===== src/rtl/mdc_pkg.sv =====
// Shared definitions for the multiply/divide issue controller: op classes,
// FSM state encoding and default RUN latencies.
package mdc_pkg;

  typedef enum logic [3:0] {
    OP_NONE  = 4'd0,
    OP_MULT  = 4'd1,
    OP_MULTU = 4'd2,
    OP_DIV   = 4'd3,
    OP_DIVU  = 4'd4,
    OP_MFHI  = 4'd5,
    OP_MFLO  = 4'd6,
    OP_MTHI  = 4'd7,
    OP_MTLO  = 4'd8
  } md_op_e;

  typedef enum logic {
    ST_IDLE = 1'b0,
    ST_RUN  = 1'b1
  } mdc_state_e;

  localparam int unsigned MULT_LAT_DEF = 5;
  localparam int unsigned DIV_LAT_DEF  = 10;

endpackage


===== src/rtl/mdc_lat_counter.sv =====
// Loadable 4-bit down counter that times an MDU operation; term flags the
// last RUN cycle (count == 1).
module mdc_lat_counter (
  input  logic       clk,
  input  logic       reset,
  input  logic       load,
  input  logic [3:0] load_val,
  input  logic       clear,
  input  logic       dec,
  output logic       term
);

  logic [3:0] cnt_d;
  logic [3:0] cnt_q;

  always_comb begin
    cnt_d = cnt_q;
    if (clear) begin
      cnt_d = 4'd0;
    end else if (load) begin
      cnt_d = load_val;
    end else if (dec && (cnt_q != 4'd0)) begin
      cnt_d = cnt_q - 4'd1;
    end
  end

  always_ff @(posedge clk) begin
    if (reset) begin
      cnt_q <= 4'd0;
    end else begin
      cnt_q <= cnt_d;
    end
  end

  assign term = (cnt_q == 4'd1);

endmodule


===== src/rtl/md_issue_ctrl.sv =====
// EX-stage multiply/divide sequencing: issues MDU strobes, times completion,
// stalls HI/LO accesses in flight and cancels a flushed youngest MD write.
// Optional feature: MDC_DIVZERO_SKIP_EN (div/divu by zero skips the MDU).
module md_issue_ctrl
  import mdc_pkg::*;
#(
  parameter int unsigned MULT_LAT = MULT_LAT_DEF,
  parameter int unsigned DIV_LAT  = DIV_LAT_DEF
) (
  input  logic        clk,
  input  logic        reset,
  input  logic        e_valid,
  input  logic [3:0]  e_op,
  input  logic [31:0] e_rt,
  input  logic        m_flush,
  output logic        md_start,
  output logic [3:0]  md_op,
  output logic        md_wr_hi,
  output logic        md_wr_lo,
  output logic        md_done,
  output logic        md_cancel,
  output logic        stall,
  output logic        busy
);

  mdc_state_e state_q;
  mdc_state_e state_d;
  logic       fresh_q;
  logic       fresh_d;
  logic       is_md;
  logic       is_arith;
  logic       is_div;
  logic       div_zero;
  logic       cnt_term;
  logic [3:0] lat_sel;

  assign is_md    = e_valid && (e_op >= OP_MULT) && (e_op <= OP_MTLO);
  assign is_arith = (e_op >= OP_MULT) && (e_op <= OP_DIVU);
  assign is_div   = (e_op == OP_DIV) || (e_op == OP_DIVU);
  assign lat_sel  = is_div ? 4'(DIV_LAT) : 4'(MULT_LAT);

`ifdef MDC_DIVZERO_SKIP_EN
  assign div_zero = is_div && (e_rt == 32'd0);
`else
  logic unused_rt;
  assign unused_rt = ^e_rt;
  assign div_zero  = 1'b0;
`endif

  always_ff @(posedge clk) begin
    if (reset) begin
      state_q <= ST_IDLE;
      fresh_q <= 1'b0;
    end else begin
      state_q <= state_d;
      fresh_q <= fresh_d;
    end
  end

  always_comb begin
    state_d = state_q;
    case (state_q)
      ST_IDLE: if (md_start) state_d = ST_RUN;
      ST_RUN:  if (md_cancel || cnt_term) state_d = ST_IDLE;
      default: state_d = ST_IDLE;
    endcase
  end

  // Everything is gated by reset so the MDU sees no strobes while it is held.
  always_comb begin
    md_start  = 1'b0;
    md_wr_hi  = 1'b0;
    md_wr_lo  = 1'b0;
    md_done   = 1'b0;
    md_cancel = 1'b0;
    stall     = 1'b0;
    busy      = 1'b0;
    md_op     = 4'd0;
    if (!reset) begin
      md_cancel = fresh_q && m_flush;
      busy      = (state_q == ST_RUN);
      case (state_q)
        ST_IDLE: begin
          if (!m_flush) begin
            md_start = is_md && is_arith && !div_zero;
            md_wr_hi = e_valid && (e_op == OP_MTHI);
            md_wr_lo = e_valid && (e_op == OP_MTLO);
          end
        end
        ST_RUN: begin
          stall   = is_md && !m_flush;
          md_done = cnt_term && !md_cancel;
        end
        default: ;
      endcase
      if (md_start || md_wr_hi || md_wr_lo) md_op = e_op;
    end
  end

  assign fresh_d = md_start || md_wr_hi || md_wr_lo;

  mdc_lat_counter u_lat_counter (
    .clk      (clk),
    .reset    (reset),
    .load     (md_start),
    .load_val (lat_sel),
    .clear    (md_cancel),
    .dec      (state_q == ST_RUN),
    .term     (cnt_term)
  );

endmodule


===== config.mk =====
export PLATFORM = sky130hd
export DESIGN_NAME = md_issue_ctrl
export DESIGN_NICKNAME = d
export VERILOG_FILES = /design/src/rtl/mdc_pkg.sv /design/src/rtl/mdc_lat_counter.sv /design/src/rtl/md_issue_ctrl.sv
export SDC_FILE = /design/constraint.sdc
export NUM_CORES = 1
export LEC_CHECK = 0
export CAP_MARGIN = 20
export CORE_MARGIN = 2
export CORE_UTILIZATION = 33
export CTS_BUF_LIST = sky130_fd_sc_hd__clkbuf_4 sky130_fd_sc_hd__clkbuf_8 sky130_fd_sc_hd__clkbuf_16
export DETAILED_ROUTE_END_ITERATION = 7
export MAX_ROUTING_LAYER = met4
export PLACE_DENSITY = 0.89
export SETUP_SLACK_MARGIN = 0.15
export SLEW_MARGIN = 5
export SYNTH_ARGS = -nofsm -noshare
export SYNTH_HDL_FRONTEND = slang
export SYNTH_SLANG_ARGS = --single-unit

===== constraint.sdc =====
create_clock -name clk -period 5.3 [get_ports clk]
set_input_delay 1.06 -clock clk [delete_from_list [all_inputs] [get_ports clk]]
set_output_delay 1.06 -clock clk [all_outputs]
set_load 0.05 [all_outputs]

==> flow_summary_export.csv, run 1 <==
group,metric,value,unit
layout,fill_cells,168,
drt,drtAntennaViolNets,0,
global_route,grtUsageMet3,0.0476,
cts,clock_path_buffers,2,
layout,seqCellArea,120,um2
floorplan,io_pins,51,
synthesis,syn-mean-instance-area,7.54,um2
synthesis,netlist_top_cells_count,"nor2_1 (13), dfxtp_1 (6), nand2_1 (6)",
global_route,grt_overflow,0,
setup_path,crit_arrival,3.46,ns
cts,clockRootBuffer,"clkbuf_4",
placed_design,io_buffers,18,
layout,finish.utilization,0.460,
floorplan,dieArea,2110,um2
global_route,grt_pass1_wl,2.30,mm
setup_path,r2r_start,"state_q",
synthesis,async_flop_share,0,
layout,drive_gt1_frac,0.0737,
sta,timing.final.crit_share,0.853,
cts,insertion_delay,0.25,ns
sta,fmax,221,MHz
layout,area_growth,33.8,%
synthesis,netlist.area_leader.share,0.207,
synthesis,synthFlopType,"dfxtp_1",
run_status,outcome,"complete, no violations",
global_route,grt_util_met2,0.242,
power_and_ir_drop,p_leak,0.305,nW
setup_path,end_kind,"output pin",
sta,fin_crit,4.52,ns
global_route,antenna_found_initial,0,
cts,hold_buffers,0,
synthesis,syn_inst,77,
cts,post_cts_buffers,0,
placed_design,hpwl,1.06,mm
setup_path,critPathMaxStageDelay,0.81,ns
synthesis,synth_most_common_cell,"nor2_1",
synthesis,netlist_top_cells_area,"dfxtp_1 (21%), nor2_1 (8.4%), ha_1 (6.5%), a21oi_1 (4.3%), o21ai_0 (4.3%)",
cts,cts_tree,"yes",
sta,worstMarginPinSlew,0.502,ns
setup_path,path_cells,"clkdlybuf4s50_1, or4b_1, or2_1, nor2_1, clkdlybuf4s50_1",
setup_path,setup.worst_path.start,"m_flush",
drt,vias,615,
synthesis,synth_warnings,0,
cts,clock_sinks,6,
synthesis,synth_top_area_cell,"dfxtp_1",
sta,clock_skew,0.00223,ns
synthesis,synth_nets,120,
synthesis,netlist_area,581,um2
drt,wl_per_cell,11.9,um
cts,htree_levels,1,
floorplan,fp.dieH,45.9,um
sta,hold_viol_final,0,
cts,cts_resized,0,
synthesis,yosysSeqAreaShare,0.207,
global_route,grt_max_degree,11,
drt,post_drt_via_cell_ratio,5.49,
placed_design,place.gp.congestion,0.831,
sta,setup_slack,0.779,ns
hold_path,hold_start,"fresh_q",
sta,rsz0062_at_grt,"false",
setup_path,crit_slowest_cell,"clkdlybuf4s50_1",
sta,setup_viol,0,
global_route,met1_usage,0.175,
sta,finalMaxSlewViolations,0,
floorplan,initial_core_util,0.344,
synthesis,synth-edff-count,0,
drt,routed_wl,1.34,mm
synthesis,ys_seq_elements,6,
placed_design,preCtsSetupSlack,0.779,ns
synthesis,yosysUniqueCellTypes,36,
floorplan,dieWidth,45.9,um
global_route,grt_most_used_layer,"met2",
floorplan,core,1690,um2
power_and_ir_drop,peakVddDrop,0.0000798,V
layout,diodes,0,
setup_path,critPathKind,"input port to output pin",
cts,clk_pin_slew,0.05,ns
layout,nets,140,
setup_path,worstPathRequired,4.24,ns
setup_path,start_kind,"input port",
layout,multi_input_area,418,um2
setup_path,crit_fanout,8,
cts,cts_made_buffers,3,
flow_run,drv_cap,0,
power_and_ir_drop,power_density,170,nW/um2
hold_path,min_path_type,"register to register",
setup_path,cpMostUsedCell,"clkdlybuf4s50_1",
sta,slew_headroom,0.664,
drt,drc,0,
setup_path,r2r_slack,3.20,ns
drt,first_pass_iters,4,
global_route,track_usage,0.155,
drt,drtIter0Drc,10,
sta,tns,0,ns
floorplan,row_count,15,
global_route,grt_pass1_vias,581,
-- metrics by stage --
stage | total power, mW | hold slack [ns] | area (um2) | instances
3_5_place_dp | 0.0869 | 0.581 | 754 | 109
2_1_floorplan | 0.0752 | 0.526 | 581 | 77
3_3_place_gp | 0.0857 | 0.558 | 754 | 109
4_1_cts | 0.132 | 0.590 | 777 | 112
5_1_grt | 0.141 | 0.664 | 777 | 112
6_report | 0.132 | 0.595 | 777 | 112
-- area by class of cell --
cell class / instances / share of cell area
clock buffer: 3 / 0.0290
multi-input combinational: 64 / 0.538
sequential: 6 / 0.155
inverter: 4 / 0.0193
timing repair buffer: 18 / 0.232
tap: 17 / 0.0274
-- sequential cells by signal, summed over array words and instances (netlist names) --
signal and count:
u_lat_counter.cnt_q 4, fresh_q 1, state_q 1
-- final timing paths --
kind	endpoint	cells past startpoint
hold / removal	state_q	3
setup / recovery	md_start	5
setup reg to reg	u_lat_counter.cnt_q[2]	4
hold reg to reg	state_q	3
-- layer usage --
| layer | wire length [um] | vias to the layer above |
|---|---|---|
| met5 | 0 | - |
| met4 | 14 | 0 |
| met3 | 65 | 2 |
| met2 | 660 | 18 |
| met1 | 594 | 276 |
| li1 | - | 319 |
-- cell usage in the layout, fill, tap and decap left out, types with 2 or more instances in the layout --
master           count
clkdlybuf4s50_1     18
dfxtp_1              6
o211ai_1             2
nor2b_1              2
a21boi_0             2
nand2_1              6
and4b_1              2
nor2_1              13
xnor2_1              2
inv_1                4
clkbuf_4             3
a21oi_1              5
o21ai_0              5
ha_1                 3
-- power by group --
part	total (mW)	internal [mW]	leakage (nW)	switching, mW
clock	0.0461	0.0259	0.0138	0.0202
combinational	0.0366	0.0169	0.242	0.0197
sequential	0.0497	0.0473	0.0486	0.00245
-- kinds of logic (layout without fill, tap and decap cells) --
group | after synthesis | in the layout | share of synthesized area
and+or+nand+nor | 36 | 36 | 0.356
muxes | 1 | 1 | 0.0194
buffers and inverters | 7 | 25 | 0.0733
DFF | 6 | 6 | 0.207
adders and majority gates | 3 | 3 | 0.0647
xor gates and xnor gates | 2 | 2 | 0.0302
AOI/OAI and AO/OA | 22 | 22 | 0.250
-- worst max-delay path: cells and delay by family --
family	cells	cell delay [ns]
buffers and inverters	2	1.27
AND/OR/NAND/NOR	3	1.13
(Power assumes the default switching activity.)
==> run 2, diff against run 1 <==
--- a/config.mk
+++ b/config.mk
@@ -10,8 +10,9 @@
 export CORE_UTILIZATION = 33
 export CTS_BUF_LIST = sky130_fd_sc_hd__clkbuf_4 sky130_fd_sc_hd__clkbuf_8 sky130_fd_sc_hd__clkbuf_16
 export DETAILED_ROUTE_END_ITERATION = 7
+export HOLD_SLACK_MARGIN = 0.05
 export MAX_ROUTING_LAYER = met4
-export PLACE_DENSITY = 0.89
+export PLACE_DENSITY = 0.84
 export SETUP_SLACK_MARGIN = 0.15
 export SLEW_MARGIN = 5
 export SYNTH_ARGS = -nofsm -noshare
==> run 2 against run 1 <==
Die area stayed put. Clock skew is 0.0069 ns higher. Largest power group unchanged. Combinational power up 1%.
==> flow_summary_export.csv, run 2 (synthesis results as in run 1) <==
group,metric,value,unit
layout,largest-register,"u_lat_counter.cnt_q",
setup_path,crit_slowest_cell,"clkdlybuf4s50_1",
hold_path,min_path_type,"register to register",
run_status,outcome,"complete, no violations",
cts,cts_made_buffers,3,
floorplan,dieWidth,45.9,um
cts,insertion_delay,0.24,ns
layout,mostFrequentLayoutCells,"clkdlybuf4s50_1 (18), nor2_1 (13), nand2_1 (6), dfxtp_1 (6)",
cts,hold_buffers,0,
layout,fill_cells,166,
placed_design,hpwl,1.11,mm
drt,drtAntennaViolNets,0,
drt,vias,622,
floorplan,dieArea,2110,um2
sta,whs,0.597,ns
power_and_ir_drop,peakVddDrop,0.000114,V
layout,drive_gt1_frac,0.0737,
sta,setup_slack,0.777,ns
setup_path,crit_arrival,3.46,ns
sta,setup_viol,0,
sta,clock_skew,0.00910,ns
cts,post_cts_buffers,0,
cts,cts_tree,"yes",
sta,hold_viol_final,0,
cts,clock_sinks,6,
cts,cts_resized,0,
placed_design,preCtsSetupSlack,0.781,ns
setup_path,path_cells,"clkdlybuf4s50_1, or4b_1, or2_1, nor2_1, clkdlybuf4s50_1",
setup_path,critPathBufInv,2,
setup_path,start_kind,"input port",
cts,clk_pin_slew,0.05,ns
global_route,track_usage,0.149,
setup_path,crit_fanout,8,
sta,finalMaxSlewViolations,0,
sta,slew_headroom,0.664,
drt,drtIter0Drc,13,
cts,clockRootBuffer,"clkbuf_4",
sta,tns,0,ns
layout,diodes,0,
floorplan,io_pins,51,
setup_path,critPathMaxStageDelay,0.81,ns
sta,worstMarginPinSlew,0.503,ns
layout,finish.utilization,0.460,
placed_design,dp_cells,109,
drt,post_drt_via_cell_ratio,5.55,
drt,drc,0,
drt,first_pass_iters,4,
floorplan,row_count,15,
floorplan,core,1690,um2
power_and_ir_drop,total_power,0.127,mW
setup_path,end_kind,"output pin",
layout,reg_top3,"u_lat_counter.cnt_q (4), fresh_q (1), state_q (1)",
floorplan,initial_core_util,0.344,
layout,largest_reg_flops,4,
floorplan,fp.dieH,45.9,um
sta,rsz0062_at_grt,"false",
sta,timing.final.crit_share,0.853,
cts,htree_levels,1,
drt,wl_per_cell,11.9,um
layout,final_common_cell,"clkdlybuf4s50_1",
global_route,antenna_found_initial,0,
layout,fin_cells,112,
global_route,grt_pass1_wl,2.23,mm
drt,routed_wl,1.33,mm
global_route,grt_max_degree,11,
placed_design,dpl_cell_area,754,um2
placed_design,place.gp.congestion,0.764,
setup_path,r2r_slack,3.22,ns
flow_run,drv_cap,0,
setup_path,cpMostUsedCell,"clkdlybuf4s50_1",
setup_path,worstPathRequired,4.24,ns
placed_design,io_buffers,18,
sta,fmax,221,MHz
global_route,grt_overflow,0,
cts,clock_path_buffers,2,
sta,fin_crit,4.52,ns
power_and_ir_drop,p_leak,0.305,nW
global_route,grt_pass1_vias,579,
layout,nets,140,
power_and_ir_drop,power_density,164,nW/um2
layout,area_growth,33.8,%
setup_path,path_delay_family,"buffers and inverters",
setup_path,critPathKind,"input port to output pin",
layout,fin_area,777,um2
==> run 2: cell counts in the layout (fill, tap and decap cells not counted) <==
Identical to the previous run, type by type.
==> run 2: routing by layer <==
metal	track usage	share of wire
met1	0.149	0.42
met2	0.261	0.54
met3	0.0437	0.041
met4	0.0743	0
met5	-	0
==> run 2: where the power goes <==
group / switching, mW / internal [mW]
Combinational: 0.0202 / 0.0169
Sequential: 0.00237 / 0.0474
Clock: 0.0147 / 0.0255
Total: 0.0373 / 0.0898
==> run 2: final timing paths <==
kind | startpoint | end | depth (start not counted)
max reg2reg | state_q | u_lat_counter.cnt_q[2] | 4
max | m_flush | md_op[0] | 5
min | fresh_q | state_q | 3
min reg2reg | fresh_q | state_q | 3
==> run 2: final cells by class <==
class	count	area [um2]	area share
Clock buffer	3	22.5	0.0290
Inverter	4	15.0	0.0193
Multi-Input combinational cell	64	418	0.538
Sequential cell	6	120	0.155
Tap cell	17	21.3	0.0274
Timing Repair Buffer	18	180	0.232
==> run 2: tightest hold or removal path, delay by kind of cell, from the launching register on <==
kind               cells  cell delay, ns
AOI/OAI and AO/OA      1            0.06
and+or+nand+nor        2            0.16
DFF                    1            0.33
